`config.mk`:
```
export PLATFORM = sky130hd
export DESIGN_NAME = flow_buf_ctrl
export DESIGN_NICKNAME = d
export VERILOG_FILES = /design/src/rtl/flow_pkg.sv /design/src/rtl/flow_ptr.sv /design/src/rtl/flow_buf_ctrl.sv
export SDC_FILE = /design/constraint.sdc
export NUM_CORES = 1
export LEC_CHECK = 0
export ABC_AREA = 1
export BUFFER_PORTS_ARGS = -buffer_cell sky130_fd_sc_hd__buf_2
export CORE_AREA = 10 10 47 49
export DETAILED_ROUTE_END_ITERATION = 10
export DIE_AREA = 0 0 57 59
export PLACE_DENSITY_LB_ADDON = 0.2
export SKIP_CTS_REPAIR_TIMING = 1
export SLEW_MARGIN = 5
export SYNTH_ARGS = -nofsm -noshare
export SYNTH_HDL_FRONTEND = slang
export SYNTH_SLANG_ARGS = --single-unit
```
`constraint.sdc`:
```
create_clock -name CLK -period 1.4 [get_ports CLK]
set_input_delay 0.28 -clock CLK [delete_from_list [all_inputs] [get_ports CLK]]
set_output_delay 0.28 -clock CLK [all_outputs]
set_load 0.005 [all_outputs]
```
`src/rtl/flow_pkg.sv`:
```
// Shared types for the flow-control buffer controller: occupancy states and output mux selects.
package flow_pkg;

  typedef enum logic [1:0] {
    EMPTY   = 2'd0,
    PARTIAL = 2'd1,
    FULL    = 2'd2
  } flow_state_e;

  localparam logic [1:0] SEL_IDLE = 2'b00;
  localparam logic [1:0] SEL_RAM  = 2'b10;
  localparam logic [1:0] SEL_REG  = 2'b11;  // reserved, never driven

  function automatic flow_state_e state_for_count(input int unsigned cnt, input int unsigned depth);
    if (cnt == 0) begin
      return EMPTY;
    end else if (cnt >= depth) begin
      return FULL;
    end else begin
      return PARTIAL;
    end
  endfunction

endpackage

```
`src/rtl/flow_ptr.sv`:
```
// AW-bit wrapping pointer with increment and synchronous clear; wraps by natural overflow.
module flow_ptr #(
  parameter int AW = 2
) (
  input  logic          clk_i,
  input  logic          rst_i,
  input  logic          clr_i,
  input  logic          inc_i,
  output logic [AW-1:0] ptr_o
);

  logic [AW-1:0] ptr_q, ptr_d;

  always_comb begin
    ptr_d = ptr_q;
    if (clr_i) begin
      ptr_d = '0;
    end else if (inc_i) begin
      ptr_d = ptr_q + {{(AW-1){1'b0}}, 1'b1};
    end
  end

  always_ff @(posedge clk_i) begin
    if (rst_i) begin
      ptr_q <= '0;
    end else begin
      ptr_q <= ptr_d;
    end
  end

  assign ptr_o = ptr_q;

endmodule

```
`src/rtl/flow_buf_ctrl.sv`:
```
// Show-ahead FIFO controller for the external DEPTH-entry RAM + output mux; only WE is combinational.
// Optional FLOW_BUF_CTRL_STALL_CNT_EN adds a saturating STALL_CNT of cycles with Valid_o & !Ready_i.
module flow_buf_ctrl
  import flow_pkg::*;
#(
  parameter int DEPTH = 4,
  parameter int AW    = 2
) (
  input  logic          CLK,
  input  logic          RESET,
  input  logic          Valid_i,
  output logic          Ready_o,
  output logic          Valid_o,
  input  logic          Ready_i,
  input  logic          FLUSH,
  output logic          WE,
  output logic [AW-1:0] WADDR,
  output logic [AW-1:0] RADDR,
  output logic [1:0]    SEL,
  output logic [AW:0]   COUNT
`ifdef FLOW_BUF_CTRL_STALL_CNT_EN
  ,
  output logic [15:0]   STALL_CNT
`endif
);

  localparam logic [AW:0] DEPTH_C = (AW+1)'(DEPTH);
  localparam logic [AW:0] LAST_C  = (AW+1)'(DEPTH - 1);
  localparam logic [AW:0] ONE_C   = (AW+1)'(1);

  flow_state_e   state_q, state_d;
  logic [AW:0]   count_q, count_d;
  logic          valid_q, ready_q;
  logic [1:0]    sel_q;
  logic          clr, push, pop;

  // Reset and flush share one clear path; both suppress the handshakes for that cycle.
  assign clr  = RESET | FLUSH;
  assign push = Valid_i & ready_q & ~clr;
  assign pop  = valid_q & Ready_i & ~clr;

  always_comb begin
    count_d = count_q;
    state_d = state_q;
    case ({push, pop})
      2'b10:   count_d = count_q + ONE_C;
      2'b01:   count_d = count_q - ONE_C;
      default: count_d = count_q;
    endcase
    case (state_q)
      EMPTY: begin
        if (push) state_d = PARTIAL;
      end
      PARTIAL: begin
        if (push && !pop && count_q == LAST_C) begin
          state_d = FULL;
        end else if (pop && !push && count_q == ONE_C) begin
          state_d = EMPTY;
        end
      end
      FULL: begin
        if (pop) state_d = PARTIAL;
      end
      default: state_d = EMPTY;
    endcase
  end

  always_ff @(posedge CLK) begin
    if (clr) begin
      state_q <= EMPTY;
      count_q <= '0;
      valid_q <= 1'b0;
      ready_q <= 1'b1;
      sel_q   <= SEL_IDLE;
    end else begin
      state_q <= state_d;
      count_q <= count_d;
      valid_q <= (state_d != EMPTY);
      ready_q <= (state_d != FULL);
      sel_q   <= (state_d != EMPTY) ? SEL_RAM : SEL_IDLE;
    end
  end

  flow_ptr #(.AW(AW)) u_wr_ptr (
    .clk_i (CLK),
    .rst_i (RESET),
    .clr_i (FLUSH),
    .inc_i (push),
    .ptr_o (WADDR)
  );

  flow_ptr #(.AW(AW)) u_rd_ptr (
    .clk_i (CLK),
    .rst_i (RESET),
    .clr_i (FLUSH),
    .inc_i (pop),
    .ptr_o (RADDR)
  );

  assign WE      = push;
  assign Ready_o = ready_q;
  assign Valid_o = valid_q;
  assign SEL     = sel_q;
  assign COUNT   = count_q;

`ifdef FLOW_BUF_CTRL_STALL_CNT_EN
  logic [15:0] stall_q, stall_d;

  always_comb begin
    stall_d = stall_q;
    if (valid_q && !Ready_i && stall_q != 16'hFFFF) begin
      stall_d = stall_q + 16'd1;
    end
  end

  always_ff @(posedge CLK) begin
    if (clr) begin
      stall_q <= '0;
    end else begin
      stall_q <= stall_d;
    end
  end

  assign STALL_CNT = stall_q;
`endif

  always_ff @(posedge CLK) begin
    if (!clr) begin
      assert (count_d <= DEPTH_C)
        else $error("flow_buf_ctrl: occupancy overflow");
      assert (!(pop && count_q == '0))
        else $error("flow_buf_ctrl: pop from empty buffer");
      assert (!(push && count_q == DEPTH_C))
        else $error("flow_buf_ctrl: push into full buffer");
      assert (state_q == state_for_count({{(31-AW){1'b0}}, count_q}, DEPTH))
        else $error("flow_buf_ctrl: state inconsistent with occupancy");
    end
  end

endmodule

```
# Word level (Yosys, flattened, before mapping)

Index checks and enable logic that the tools add are counted.

Bits in registers: 13
Latch bits: 0
Memory bits (writable): 0
Memory bits (read-only): 0
Input bits: 5
Output and inout bits: 12
Word-level logic and storage cells: 41
Memories: 0

$add $sub $neg: 4
Multipliers: 0
Div/mod/pow operators: 0
Order comparisons: 0
Equality and inequality tests: 7
Shift operators: 0
Mux-type cells: 7
Bitwise operators: 6
Reductions and logical operators: 10

Operators with widths:

| operator                                             | number |
|---|---|
| two-way mux 2 bit                                    | 5 |
| one-hot mux 2 bit (3 select lines)                   | 1 |
| one-hot mux 3 bit (2 select lines)                   | 1 |
| adder 2 x 1 -> 2 bit (second input constant)         | 2 |
| AND 1 bit                                            | 4 |
| equality test 2 x 1 -> 1 bit (second input constant) | 2 |
| equality test 2 bit (second input constant)          | 2 |
| logical AND 1 bit                                    | 4 |
| nonzero test 2 bit                                   | 2 |
| adder 3 x 1 -> 3 bit (second input constant)         | 1 |
| equality test 3 x 1 -> 1 bit (second input constant) | 1 |
| equality test 3 x 2 -> 1 bit (second input constant) | 1 |
| subtractor 3 x 1 -> 3 bit (second input constant)    | 1 |
| logical NOT 1 bit                                    | 2 |
| logical NOT 2 bit                                    | 1 |
| != test 2 bit (second input constant)                | 1 |
| OR reduction 2 bit                                   | 1 |
| NOT 1 bit                                            | 1 |
| OR 1 bit                                             | 1 |

# Logic depth before layout (Yosys ltp)

Gate-level depths: netlist (run 1).

Word-level depth: 11
Mapped depth: 10
Depth with buffers taken out: 10

# By module

A second synthesis (run 1) with hierarchy kept.

Cell total of the unflattened synthesis: 83
Area, all modules: 603.1 µm²

Modules (own cells, without submodules):

| module        | times used | cells each | area an instance (µm²) | sequential area each (µm²) |
|---|---|---|---|---|
| flow_buf_ctrl | 1          | 61         | 445.4                  | 140.1 |
| flow_ptr      | 2          | 11         | 78.8                   | 40.0 |

# Worst setup path before layout (run 1)

No wires, ideal clock.

Path type: register -> register
Start: reg ready_q, in the netlist Ready_o
End: reg count_q[2], in the netlist COUNT[2]
Library setup time: 0.064 ns
Data arrival time: 1.232 ns
Required time: 1.336 ns
Slack: 0.105 ns
Stages on the path, launching flop included: 8
Buffers on the path: 0
Period minus slack after synthesis: 1.295 ns
Cells stage by stage: dfxtp_1 nand2_1 nor2_4 inv_2 ha_1 a21oi_1 o31ai_1 nor2_1

Longest elaborated chain between the ends: 4
Elaborated cells between the ends (all ways): 6
Those cells by class: 2 x eq/ne; 1 x mux; 2 x bitwise; 1 x reduce/logical

RTL lines:

| element                                                                         | line                | text |
|---|---|---|
| start: declaration                                                              | flow_buf_ctrl.sv:33 | `logic valid_q, ready_q;` |
| start signal: assignment                                                        | flow_buf_ctrl.sv:79 | `ready_q <= (state_d != FULL);` |
| AND 1 bit * (2 in a row)                                                        | flow_buf_ctrl.sv:39 | `assign push = Valid_i & ready_q & ~clr;` |
| via WE                                                                          | flow_buf_ctrl.sv:16 | `output logic WE,` |
| equality test 2 x 1 -> 1 bit / equality test 2 bit (equally long branches)      | flow_buf_ctrl.sv:45 | `case ({push, pop})` |
| one-hot mux 3 bit (2 select lines) / nonzero test 2 bit (equally long branches) | n/a                 |  |
| end signal: assignment                                                          | flow_buf_ctrl.sv:77 | `count_q <= count_d;` |
| end: declaration                                                                | flow_buf_ctrl.sv:32 | `logic [AW:0] count_q, count_d;` |

Mark *: on every way through the listed nets, which the timed path passes. The rest lies on a longest branch.
A chain may end at the register's enable or synchronous reset.

# Worst setup path after layout (run 1)

Start: reg ready_q, in the netlist Ready_o
End: out WE

Longest elaborated chain between the ends: 2

RTL lines:

| element                | line |
|---|---|
| AND 1 bit (2 in a row) | flow_buf_ctrl.sv:39 |
| end: declaration       | flow_buf_ctrl.sv:16 |

No other way between the ends.

==> results.env, run 1 <==
RUN_STATUS='finished, final reports clean'
CELL_AREA_SYNTH_UM2=609
START_POINT_OF_THE_WORST_MIN_DELAY_PATH='RESET'
CRITICAL_PATH_LAUNCH_POINT='Ready_o'
RSZ0062_AT_GRT='false'
DPL-INSTANCE-AREA_UM2=704
ROUTE.FINAL.WIRE_LENGTH_MM=1.23
ANTENNA_LEFT=0
TOTAL_LEAKAGE_POWER_nW=0.413
SYNTH.YOSYS.SEQ_AREA_SHARE_PCT=36.1
AVERAGE_VIA_COUNT_PER_STANDARD_CELL=4.60
REG2REG_DEPTH=8
KIND_OF_PATH_BEHIND_THE_TIGHTEST_HOLD_CHECK='primary input to register'
DIE_H_UM=59
GRT_ANTENNA_BEFORE_REPAIR=0
POST-DP-HPWL_UM=966
SEQUENTIAL_CELL_AREA_UM2=220
NUMBER_OF_LEVELS_IN_THE_CLOCK_H_TREE=1
PLACER_CONGESTION_ESTIMATE=0.802
MAXIMUM_CLOCK_FREQUENCY_MHz=764
CLOCK_SINK_COUNT=11
ROWS=14
SYNTHTOPCELLSBYCOUNT='inv_1 (13), dfxtp_1 (11), nand2_1 (11)'
OVERFLOW=0
CLK_LATENCY_NS=0.28
POST-ROUTE-DRC-COUNT=0
MULTI_INPUT_COMB_AREA_UM2=328
CRITICAL_PATH.REG2REG.ENDPOINT='SEL[1]'
GRT_TOTAL_USAGE_PCT=7.69
PLACEMENT.IO_BUFFERS=15
ITERATION_0_DRC_MARKERS=9
PERIOD_MINUS_SLACK_NS=1.31
WORST_SETUP_PATH_START_KIND='register'
START_UTIL_PCT=43.5
FIN_TOTAL_PWR_mW=0.607
WORST_CLOCK_SKEW_NS=0.00231
TIMING_WORST_SETUP_PATH_TYPE='register to primary output'
FIN_CRIT_SH_PCT=93.5
SYNTH.NET_COUNT=91
SYNTH-ASYNC-RESET-RATIO_PCT=0
YOSYSTOPAREACELL='dfxtp_1'
WORST-PATH-MAX-FANOUT=3
SYNTH-EDFF-COUNT=0
CLK_ROOT_BUFFER_CELL='clkbuf_4'
FINAL-MAX-SLEW-VIOLATION-COUNT=0
CTS_BUFFER_COUNT=3
VDD_DROP_MAX_mV=0.455
NETLIST.AREA_LEADER.SHARE_PCT=36.1
LAYOUT.NETS=111
TRITONCTS='done'
TIMING.CRITICAL_PATH.TO_TYPE='primary output'
ROUTED-VIA-COUNT=529
FILLERINSTANCES=158
DOMINANT_CELL_BY_COUNT_IN_THE_SYNTHESIZED_NETLIST='inv_1'
INSERTEDDIODECOUNT=0
PATH_CLK_SLEW_NS=0.07
ROUTE.DETAILED.WL_PER_INST_UM=10.7
R2R-START='SEL[1]'
CORE_AREA_UM2=1400
MAXCAPVIOLCOUNT=0
PIN_COUNT=17
POST-ROUTE-UTIL_PCT=53.4
SYNTH-SEQ-CELLS=11
NETLIST-CELL-TYPE-COUNT=17
CLOCK_PATH_BUFFERS=2
POSTSYNTH.TOPFLOPCELL='dfxtp_1'
WHS_PATH_DEPTH=4
GATE_COUNT_AFTER_TECHNOLOGY_MAPPING=80
LAYOUT.CELL_AREA.NON_FILLER_UM2=748
DIEWIDTH_UM=57
FINAL_REPORT_HOLD_VIOLATION_COUNT=0
DRIVE_GT1_SHARE_PCT=31.3
GRT_START_MAX_NET_PINS=7
LAYOUT-AREA-OVERHEAD-VS-SYNTH_PCT=22.8
CP.REQUIRED_NS=1.12
SYNTHTOPCELLSBYAREA='dfxtp_1 (36%), ha_1 (12%), inv_1 (8.0%)'
REGTOREGSETUPSLACK_NS=0.13
DESIGN.DIE.AREA_UM2=3360
SYNTH.YOSYS.WARNINGS=0
POWERDENSITY_nW_PER_UM2=812
WORSTHOLDENDPOINT='COUNT[0]'
DRT_PASS1_ITERATIONS=4
CP.ARRIVAL_NS=1.03
FIRST_GLOBAL_VIAS=476
SYNTH_AREA_PER_CELL_UM2=7.62
FINALSETUPVIOLCOUNT=0
GRT_PASS1_WL_MM=2.01
[worst max path at each step]
stage               endpoint  slack [ns]  cells past startpoint
floorplan           COUNT[2]        0.10                      7
global placement    COUNT[1]       -0.03                      9
detailed placement  COUNT[1]       -0.04                      9
CTS                       WE        0.02                      4
global route              WE       0.003                      4
finish                    WE        0.09                      4
[critical path, cell delays in order, from the launching register on]
cell	delay (ns)
dfxtp_1	0.34
nand2_2	0.08
nor2_4	0.11
buf_4	0.12
buf_2	0.10
[metal layers]
metal | share of wire (%) | track usage [%]
met2 | 48 | 10.9
met4 | 2.4 | 7.05
met5 | 0 | 0
met1 | 45 | 8.31
met3 | 4.1 | 3.65
[report_power, final]
part	internal, mW	total [mW]	switching, mW
sequential	0.317	0.320	0.00359
combinational	0.0256	0.0594	0.0338
clock	0.111	0.228	0.117
total	0.453	0.607	0.155
[layout make-up]
type / count / share of cell area (%)
clock buffer: 4 / 3.51
multi-input combinational: 50 / 43.8
inverter: 17 / 8.53
tap: 16 / 2.68
sequential: 11 / 29.4
timing repair buffer: 17 / 12.0
[state kept, by name, indices dropped and copies added, names as in the netlist]
signal and cells:
u_rd_ptr.ptr_o 2, Ready_o 1, COUNT 3, SEL 1, state_q 2, u_wr_ptr.ptr_o 2
[per-stage QoR]
step	instances	hold slack, ns	worst slack, ns	TNS, ns
finish	115	0.325	0.0907	0
global route	115	0.328	0.00311	0
CTS	115	0.319	0.0245	0
detailed placement	111	0.478	-0.0351	-0.0445
global placement	111	0.478	-0.0343	-0.0343
floorplan	80	0.448	0.105	0
[placed cells by master, fill, tap and decap left out, drive strengths merged]
cell | Yosys | layout
ha | 6 | 6
nor2 | 7 | 7
o31ai | 1 | 1
o22ai | 1 | 1
inv | 17 | 17
nand2 | 12 | 12
clkbuf | 0 | 4
xor2 | 3 | 3
conb | 1 | 1
dfxtp | 11 | 11
a21oi | 8 | 8
o21ai | 4 | 4
nand3 | 7 | 7
buf | 2 | 17
[cells by family after synthesis]
group           count (synthesis)  share of synthesized area [%]
simple gates                   26                           21.6
buf+inv                        19                           12.9
compound gates                 14                           12.1
flops                          11                           36.1
fa+ha+maj                       6                           12.3
xor+xnor                        3                           4.31
other cells                     1                          0.615
No activity file was read; power rests on OpenSTA's default activity.
==> run 2: changes to the inputs <==
--- a/config.mk
+++ b/config.mk
@@ -10,6 +10,7 @@
 export CORE_AREA = 10 10 47 49
 export DETAILED_ROUTE_END_ITERATION = 10
 export DIE_AREA = 0 0 57 59
+export GPL_TIMING_DRIVEN = 0
 export PLACE_DENSITY_LB_ADDON = 0.2
 export SKIP_CTS_REPAIR_TIMING = 1
 export SLEW_MARGIN = 5
==> results.env, run 2 (synthesis results as in run 1) <==
RUN_STATUS='finished, final reports clean'
TRITONCTS='done'
VDD_DROP_MAX_mV=0.438  # -3.7%
PERIOD_MINUS_SLACK_NS=1.27  # -0.0410 ns
CORE_AREA_UM2=1400  # unchanged
CRITICAL_PATH.REG2REG.ENDPOINT='SEL[1]'
WORST-PATH-MAX-FANOUT=5  # +2
FINAL-MAX-SLEW-VIOLATION-COUNT=0  # unchanged
MAXIMUM_CLOCK_FREQUENCY_MHz=788  # +3.2%
CTS_BUFFER_COUNT=3  # unchanged
ANTENNA_LEFT=0  # unchanged
TIMING_WORST_SETUP_PATH_TYPE='register to primary output'
TOTAL_SWITCHING_POWER_mW=0.147  # -5.0%
POWER.SHARE.SEQUENTIAL_PCT=53.5  # +0.8 points
R2R-START='SEL[1]'
COMBINATIONALPOWERSHARE_PCT=9.8  # about the same
ROUTE.FINAL.WIRE_LENGTH_MM=1.31  # +6.6%
REGTOREGSETUPSLACK_NS=0.14  # about the same
REG2REG_DEPTH=8  # unchanged
POST-ROUTE-DRC-COUNT=0  # unchanged
HOLD_WS_NS=0.295  # -0.0301 ns
LAYOUT.CELL_AREA.NON_FILLER_UM2=764  # +2.2%
CLK_LATENCY_NS=0.28  # about the same
GRT_ANTENNA_BEFORE_REPAIR=0  # unchanged
OVERFLOW=0  # unchanged
PLACER_CONGESTION_ESTIMATE=0.758  # -5.5%
PATH_CELLS='nand2_1, nor2_4, buf_2'
POWER_REPORT.INTERNAL_TOTAL_mW=0.452  # about the same
PIN_COUNT=17  # unchanged
CP.ARRIVAL_NS=0.99  # -0.04 ns
POST-ROUTE-UTIL_PCT=54.6  # +1.2 points
ROWS=14  # unchanged
WHS_PATH_DEPTH=3  # -1
POST-DP-HPWL_UM=974  # +0.81%
WORST_SETUP_PATH_START_KIND='register'
START_UTIL_PCT=43.5  # unchanged
ROUTE.DETAILED.WL_PER_INST_UM=11.3  # +5.7%
FIRST_GLOBAL_VIAS=551  # +16%
ROUTED-VIA-COUNT=548  # +3.6%
GRT_START_MAX_NET_PINS=9  # +2
FIN_CRIT_SH_PCT=90.6  # -2.9 points
DIEWIDTH_UM=57  # unchanged
AVERAGE_VIA_COUNT_PER_STANDARD_CELL=4.72  # +2.7%
SWITCHING_SHARE_PCT=24.5  # -0.95 points
PATH_CLK_SLEW_NS=0.07  # about the same
POWERDENSITY_nW_PER_UM2=784  # -3.5%
DIE_H_UM=59  # unchanged
GRT_PASS1_WL_MM=2.10  # +4.5%
SHARE_CLK_OF_TOTAL_POWER_PCT=36.7  # -0.8 points
DPL-INSTANCE-AREA_UM2=704  # unchanged
PLACEMENT.IO_BUFFERS=15  # unchanged
LAYOUT.NETS=112  # +0.90%
DESIGN.DIE.AREA_UM2=3360  # unchanged
NUMBER_OF_LEVELS_IN_THE_CLOCK_H_TREE=1  # unchanged
CLK_ROOT_BUFFER_CELL='clkbuf_4'
WORSTHOLDENDPOINT='Ready_o'
CLOCK_PATH_BUFFERS=2  # unchanged
MAX_STAGE_DELAY_CELL_WORST_PATH='dfxtp_1'
TOTAL_LEAKAGE_POWER_nW=0.421  # +1.8%
MOSTFREQUENTLAYOUTCELL='buf_2'
FINAL_REPORT_HOLD_VIOLATION_COUNT=0  # unchanged
FINALSETUPVIOLCOUNT=0  # unchanged
LARGEST_REGISTER_FF_COUNT=3  # unchanged
DRIVE_GT1_SHARE_PCT=33.0  # +1.7 points
DRT_PASS1_ITERATIONS=4  # unchanged
ITERATION_0_DRC_MARKERS=5  # -4
FILLERINSTANCES=138  # -13%
KIND_OF_PATH_BEHIND_THE_TIGHTEST_HOLD_CHECK='primary input to register'
GRT_TOTAL_USAGE_PCT=7.96  # +0.27 points
MOSTFREQUENTLAYOUTCELLS='buf_2 (15), inv_1 (13), dfxtp_1 (11), nand2_1 (10), a21oi_1 (8)'
CLOCK_SINK_COUNT=11  # unchanged
INSERTEDDIODECOUNT=0  # unchanged
MAXCAPVIOLCOUNT=0  # unchanged
MULTI_INPUT_COMB_AREA_UM2=337  # +2.7%
FIN_TOTAL_PWR_mW=0.599  # -1.4%
TIMING.CRITICAL_PATH.TO_TYPE='primary output'
START_POINT_OF_THE_WORST_MIN_DELAY_PATH='FLUSH'
TIMING.CRITICAL_PATH.SLOWEST_CELL_DELAY_NS=0.34  # about the same
CP.REQUIRED_NS=1.12  # about the same
SEQUENTIAL_CELL_AREA_UM2=220  # unchanged
WORST_CLOCK_SKEW_NS=0.00190  # -0.000419 ns
PLACED_CELLS_INCL_TAPS=111  # unchanged
FINAL_CELLS=116  # +0.87%
RSZ0062_AT_GRT='false'
LAYOUT-AREA-OVERHEAD-VS-SYNTH_PCT=25.5
-- run 2: power by group through the flow --
stage | registers, mW | clock network (mW) | logic [mW]
CTS | 0.321 | 0.230 | 0.0556
floorplan | 0.328 | 0 | 0.0364
detailed placement | 0.328 | 0 | 0.0552
finish | 0.321 | 0.220 | 0.0586
global placement | 0.328 | 0 | 0.0542
global route | 0.321 | 0.244 | 0.0662
-- run 2: area by class of cell --
type,count,area share (%)
Buffer,2,1.96
Timing Repair Buffer,16,10.8
Sequential cell,11,28.8
Clock buffer,4,3.44
Inverter,17,8.35
Multi-Input combinational cell,50,44.0
Tap cell,16,2.62
-- run 2: critical path, delay by kind of cell, from the launching register on --
family,cells,cell delay (ns)
flip-flops,1,0.34
buffers and inverters,1,0.14
AND/OR/NAND/NOR,2,0.24
-- run 2: worst max path at each step --
stage | startpoint | end | slack [ns] | cells past startpoint
detailed placement | RESET | COUNT[1] | -0.09 | 9
finish | Ready_o | WE | 0.13 | 3
CTS | Ready_o | COUNT[1] | 0.007 | 7
floorplan | Ready_o | COUNT[2] | 0.10 | 7
global placement | RESET | COUNT[2] | -0.08 | 9
global route | SEL[1] | SEL[1] | 0.01 | 9
-- run 2: per-stage QoR --
step,setup TNS (ns),worst slack [ns]
floorplan,0,0.105
global placement,-0.219,-0.0752
detailed placement,-0.328,-0.0928
CTS,0,0.00728
global route,0,0.0124
finish,0,0.132
-- run 2: routing by layer --
layer	up-vias	GRT usage, %	part of all wire, %
met5	-	0	0
met4	0	7.38	2.8
met3	7	3.65	5.0
met2	7	13.3	51
met1	244	7.01	41
li1	290	-	-
